--- src/rtl/proc_out_fifo.sv ---
// proc_out_fifo: output-port buffer behind the processor I/O output bus.
// Captures out_en writes addressed to PORT into a circular buffer and drains
// them through a show-ahead valid/ready stream. Reports fill level, full and
// a sticky overflow flag.
// Optional feature macro: OUT_FIFO_ITR_EN. When defined, itr pulses for one
// cycle when a pop takes count from ITRLVL+1 down to ITRLVL. When undefined,
// itr is tied low and ITRLVL is ignored.
module proc_out_fifo #(
  parameter int NUBITS = 16,
  parameter int NBIOOU = 2,
  parameter int PORT   = 0,
  parameter int FDEPTH = 8,
  parameter int ITRLVL = 2
) (
  input  logic                      clk,
  input  logic                      rst,
  input  logic [NUBITS-1:0]         io_out,
  input  logic [NBIOOU-1:0]         addr_out,
  input  logic                      out_en,
  output logic [NUBITS-1:0]         m_data,
  output logic                      m_valid,
  input  logic                      m_ready,
  output logic [$clog2(FDEPTH):0]   count,
  output logic                      full,
  output logic                      ovf,
  input  logic                      ovf_clr,
  output logic                      itr
);

  localparam int AW = $clog2(FDEPTH);
  localparam int CW = AW + 1;

  // The refill threshold only matters in the interrupt build; it must stay
  // below the depth or the interrupt could never fire.
  generate
    if (ITRLVL >= FDEPTH) begin : g_itrlvl_out_of_range
    end
  endgenerate

  logic [NUBITS-1:0] mem [FDEPTH];

  logic [AW-1:0]     wr_ptr_reg, wr_ptr_next;
  logic [AW-1:0]     rd_ptr_reg, rd_ptr_next;
  logic [CW-1:0]     count_reg, count_next, count_rem;
  logic              valid_reg, valid_next;
  logic              full_reg, full_next;
  logic              ovf_reg, ovf_next;
  logic              byp_sel_reg;
  logic [NUBITS-1:0] byp_data_reg;
  logic [NUBITS-1:0] ram_q_reg;

  logic              wr, rd, wr_acc, ovf_set, byp_now;

  // Handshake decode, pointer/count arithmetic and overflow handling.
  always_comb begin
    wr          = out_en && (addr_out == NBIOOU'(PORT));
    rd          = valid_reg && m_ready;
    // A full FIFO still accepts a write when the head leaves on the same edge.
    wr_acc      = wr && (!full_reg || rd);
    ovf_set     = wr && full_reg && !rd;
    rd_ptr_next = rd     ? rd_ptr_reg + AW'(1) : rd_ptr_reg;
    wr_ptr_next = wr_acc ? wr_ptr_reg + AW'(1) : wr_ptr_reg;
    count_rem   = count_reg - CW'(rd);
    count_next  = count_rem + CW'(wr_acc);
    valid_next  = (count_next != '0);
    full_next   = (count_next == CW'(FDEPTH));
    // The new word becomes the head when nothing older remains after the pop;
    // the RAM read below cannot see it yet, so it is captured on the side.
    byp_now     = wr_acc && (count_rem == '0);
    ovf_next    = ovf_reg;
    if (ovf_clr) ovf_next = 1'b0;
    if (ovf_set) ovf_next = 1'b1;
  end

  // Control state: pointers, fill level, flags and head-source select.
  always_ff @(posedge clk or negedge rst) begin
    if (!rst) begin
      wr_ptr_reg  <= '0;
      rd_ptr_reg  <= '0;
      count_reg   <= '0;
      valid_reg   <= 1'b0;
      full_reg    <= 1'b0;
      ovf_reg     <= 1'b0;
      byp_sel_reg <= 1'b0;
    end else begin
      wr_ptr_reg  <= wr_ptr_next;
      rd_ptr_reg  <= rd_ptr_next;
      count_reg   <= count_next;
      valid_reg   <= valid_next;
      full_reg    <= full_next;
      ovf_reg     <= ovf_next;
      byp_sel_reg <= byp_now;
    end
  end

  // Buffer storage with registered read of the next head (read-first).
  // While stalled the read address is unchanged, so the head word holds.
  always_ff @(posedge clk) begin
    if (wr_acc) mem[wr_ptr_reg] <= io_out;
    ram_q_reg <= mem[rd_ptr_next];
  end

  // Side copy of a word written straight into the head slot; the RAM output
  // catches up one edge later, when byp_sel_reg drops back to 0.
  always_ff @(posedge clk) begin
    if (byp_now) byp_data_reg <= io_out;
  end

  // Head word is forced to 0 while invalid so reset shows 0 immediately.
  always_comb begin
    m_data = '0;
    if (valid_reg) m_data = byp_sel_reg ? byp_data_reg : ram_q_reg;
  end

  assign m_valid = valid_reg;
  assign count   = count_reg;
  assign full    = full_reg;
  assign ovf     = ovf_reg;

`ifdef OUT_FIFO_ITR_EN
  logic itr_reg, itr_next;

  // Refill request: only a pure pop crossing down onto the threshold fires.
  always_comb begin
    itr_next = rd && !wr_acc && (count_reg == CW'(ITRLVL + 1));
  end

  // One-cycle registered interrupt pulse.
  always_ff @(posedge clk or negedge rst) begin
    if (!rst) itr_reg <= 1'b0;
    else      itr_reg <= itr_next;
  end

  assign itr = itr_reg;
`else
  assign itr = 1'b0;
`endif

endmodule

--- config.mk ---
export PLATFORM = sky130hd
export DESIGN_NAME = proc_out_fifo
export DESIGN_NICKNAME = d
export VERILOG_FILES = /design/src/rtl/proc_out_fifo.sv
export SDC_FILE = /design/constraint.sdc
export NUM_CORES = 1
export LEC_CHECK = 0
export BUFFER_PORTS_ARGS = -buffer_cell sky130_fd_sc_hd__clkbuf_2
export CELL_PAD_IN_SITES_DETAIL_PLACEMENT = 1
export CELL_PAD_IN_SITES_GLOBAL_PLACEMENT = 2
export CORE_UTILIZATION = 39
export DETAILED_ROUTE_END_ITERATION = 10
export PLACE_DENSITY_LB_ADDON = 0.1
export SKIP_LAST_GASP = 1
export SLEW_MARGIN = 20
export SYNTH_ARGS = -nofsm -noshare
export SYNTH_HDL_FRONTEND = slang
export SYNTH_SLANG_ARGS = --single-unit
--- constraint.sdc ---
create_clock -name clk -period 3.2 [get_ports clk]
set_input_delay 0.32 -clock clk [delete_from_list [all_inputs] [get_ports clk]]
set_output_delay 0.32 -clock clk [all_outputs]
set_load 0.02 [all_outputs]
==> results.md <==
* Number of global-route vias before repair at 4,802
* Worst Hold Class: in2reg
* Final WS setup at 0.775 ns
* P_leak at 0.00291 µW
* Compound-Gate Fraction of Synth Area at 8.48%
* Status: complete, no violations
* Largest net degree at the start of global routing at 66
* Initial antenna violation count at 0
* CP arrival at 2.68 ns
* Seq cells post-synth at 174
* Final Skew at 0.00722 ns
* Ant diodes at 0
* Detailed Route Iter0 Violations at 268
* Detail Placement HPWL at 10.1 mm
* Nets at 583
* Simple-gate share of the synthesized area at 12.3%
* Area contributors post-synth: edfxtp_1 (58%), mux2i_1 (6.6%), dfrtp_1 (4.7%)
* Vias per cell at 5.57
* CTS Buf Count at 17
* Final setup TNS at 0 ns
* Reg area at 5000 µm²
* Wire per inst at 21.8 µm
* Pre-CTS setup slack at 0.767 ns
* Max FO, Critical Path at 23
* Reg2reg start: rd_ptr_reg[0]$_DFF_PN0_
* Synth Cell Area at 7440 µm²
* Boundary Pins at 47
* ANT nets after route at 0
* Relative slew slack at 26.6%
* CTS tree: built
* Total global-route track usage at 19.1%
* Die H at 140 µm
* Post-synth ARST share at 8.05%
* Register area share after synthesis at 67.1%
* Hold Fails Final Rpt at 0
* Final setup vio count at 0
* Max-Cap Viols at 0
* Std-Cell Rows at 50
* Period utilization at 75.8%
* XOR/XNOR Fraction of Synth Area at 1.51%
* Worst Setup SP: rd_ptr_reg[0]$_DFF_PN0_
* CTS resizes at 0
* Peak Freq at 412 MHz
* CP cell instances: ha_1 > xor2_1 > o22a_1 > o221ai_1
* Actual slew at the worst max-slew pin at 1.10 ns
* Maximum buffer depth of the clock tree at 2
* Adder-Cell Fraction of Synth Area at 0.841%
* Drc violations at 0
* Post-synth EDFFs at 144
* Worst skew pair latency at 0.43 ns
* Synth-to-Final Area Change at 14.2%
* Design area at 8490 µm²
* GPL Wtd Cong at 0.716
* Post-synth top area cell: edfxtp_1
* Synthesized instance count at 508
* Critical path buffers and inverters at 0
* Post-synth top area share at 58.1%
* Max incr delay on CP at 0.90 ns
* Core footprint at 18,700 µm²
* Delay-heaviest family, CP: compound AO/OA/AOI/OAI gates
* Total die area at 19,600 µm²
* Worst vdd ir at 0.613 mV
* Average size of a mapped cell at 14.6 µm²
* Share of layout cells above drive strength 1 at 19.9%
* Multiplexer share of the synthesized area at 6.74%
* Congestion Overflow GR at 0
* Min-delay src: ovf_clr
* Largest family of logic cells by synthesized area: simple AND/OR/NAND/NOR gates
* I/O Buffers at 45
* Final core occ at 45.4%
* Crit Path Category: reg2reg
* 1st-pass router iterations at 4
* Routed WL at 17.4 mm
* First-pass GRT wire length at 27.3 mm
* Slowest-stage cell, CP: o22a_1
* Library cells used by synthesis at 40
* RSZ-0062 raised after global routing: false
* Max reg flops at 128
* Net Count, Synth at 536
* CTS H-tree depth at 4
* Crit. End Element: register
* Clk sinks at 174
* Placement Cell Area at 7960 µm²
* Synth Warn # at 0
* Most common flop cell mapped by yosys: edfxtp_1
* Initial core utilization at 39.8%
* Multi-input gate area at 2260 µm²
* Number of fill cells at 1,882
* Hold_ws at 0.0913 ns
* Startpoint class of the critical path: register
* Clk root buf: clkbuf_16
* Pwr Density at 972 nW/µm²
* Via count at 4,461
* Die Wd at 140 µm
* Required time worst endpoint at 3.45 ns
* Final Critical Period at 2.43 ns
* Fin. max-slew vios at 0
* Clock-pin slew on the worst setup and hold paths at 0.06 ns
-- cells in the mapped netlist, drive strengths merged (2+ instances only) --
cell and instances:
clkbuf 16, a2bb2oi 16, inv 5, nor2b 35
nor3 34, xor2 3, edfxtp 144, xnor2 6
o211ai 16, nand3 16, or2 2, nand4b 16
dfrtp 14, nand2b 19, o221ai 16, ha 5
buf 21, mux2i 49, dfxtp 16, nor2 23
o311ai 16, nand2 12
-- logic make-up (layout without fill, tap and decap cells) --
group,count (synthesis),in the layout
mux,50,50
flops,174,174
simple gates,160,160
compound gates,67,67
xor+xnor,9,9
fa+ha+maj,5,5
other cells,1,1
buf+inv,42,101
-- final timing paths --
| check | end | slack, ns | cells after the start |
|---|---|---|---|
| worst max-delay path | ram_q_reg[1]$_DFF_P_ | 0.77 | 4 |
| worst min-delay path | ovf$_DFFE_PN0P_ | 0.09 | 2 |
| worst max register to register | ram_q_reg[1]$_DFF_P_ | 0.77 | 4 |
| worst min register to register | wr_ptr_reg[0]$_DFFE_PN0P_ | 0.52 | 1 |
| max in group asynchronous | rd_ptr_reg[0]$_DFF_PN0_ | 2.57 | 2 |
| min in group asynchronous | count[0]$_DFF_PN0_ | 0.34 | 2 |
-- stage by stage --
| step | instances | total power (µW) |
|---|---|---|
| finish | 801 | 8250 |
| global route | 801 | 8740 |
| CTS | 801 | 8390 |
| detailed placement | 769 | 6490 |
| global placement | 769 | 6360 |
| floorplan | 508 | 5510 |
-- final cells by class --
| cell class | count | share of cell area, % |
|---|---|---|
| Sequential cell | 174 | 58.8 |
| Multi-Input combinational cell | 292 | 26.6 |
| Inverter | 5 | 0.280 |
| Timing Repair Buffer | 65 | 4.60 |
| Clock inverter | 7 | 0.766 |
| Tap cell | 234 | 3.45 |
| Clock buffer | 24 | 5.44 |
-- worst register-to-register path, cell delays in order, from the launching register on --
cell,delay (ns)
dfrtp_2,0.65
ha_1,0.32
xor2_1,0.17
o22a_1,0.90
o221ai_1,0.22
-- per-layer routing --
metal,vias to the layer above,share of wire [%],GRT usage [%]
met5,-,0,0
met4,0,1.9,6.71
met3,22,3.2,3.69
met2,74,50,32.6
met1,2307,45,24.1
li1,2058,-,-
-- report_power, final --
| group | switching (µW) | total [µW] | leakage [µW] | internal [µW] |
|---|---|---|---|---|
| clock network | 809 | 1890 | 0.000254 | 1080 |
| logic | 2110 | 3430 | 0.00106 | 1320 |
| registers | 194 | 2930 | 0.00160 | 2740 |
| total | 3120 | 8250 | 0.00291 | 5130 |
-- cells in the final DEF (no fill, tap or decap), types with 16 or more instances in the layout --
master / n
nor2_1: 23
nor3_1: 32
dfxtp_1: 16
mux2i_1: 49
nor2b_1: 35
nand3_1: 16
a2bb2oi_1: 16
nand2b_1: 19
clkbuf_2: 45
nand4b_1: 16
clkbuf_16: 17
edfxtp_1: 144
o211ai_1: 16
buf_4: 18
-- timing repair --
item                                   4_1_cts  5_1_grt
endpoints found under the hold margin       14        0
hold buffers                                 1        0
setup buffers                                0        0
Power figures use the tool's default switching activity.
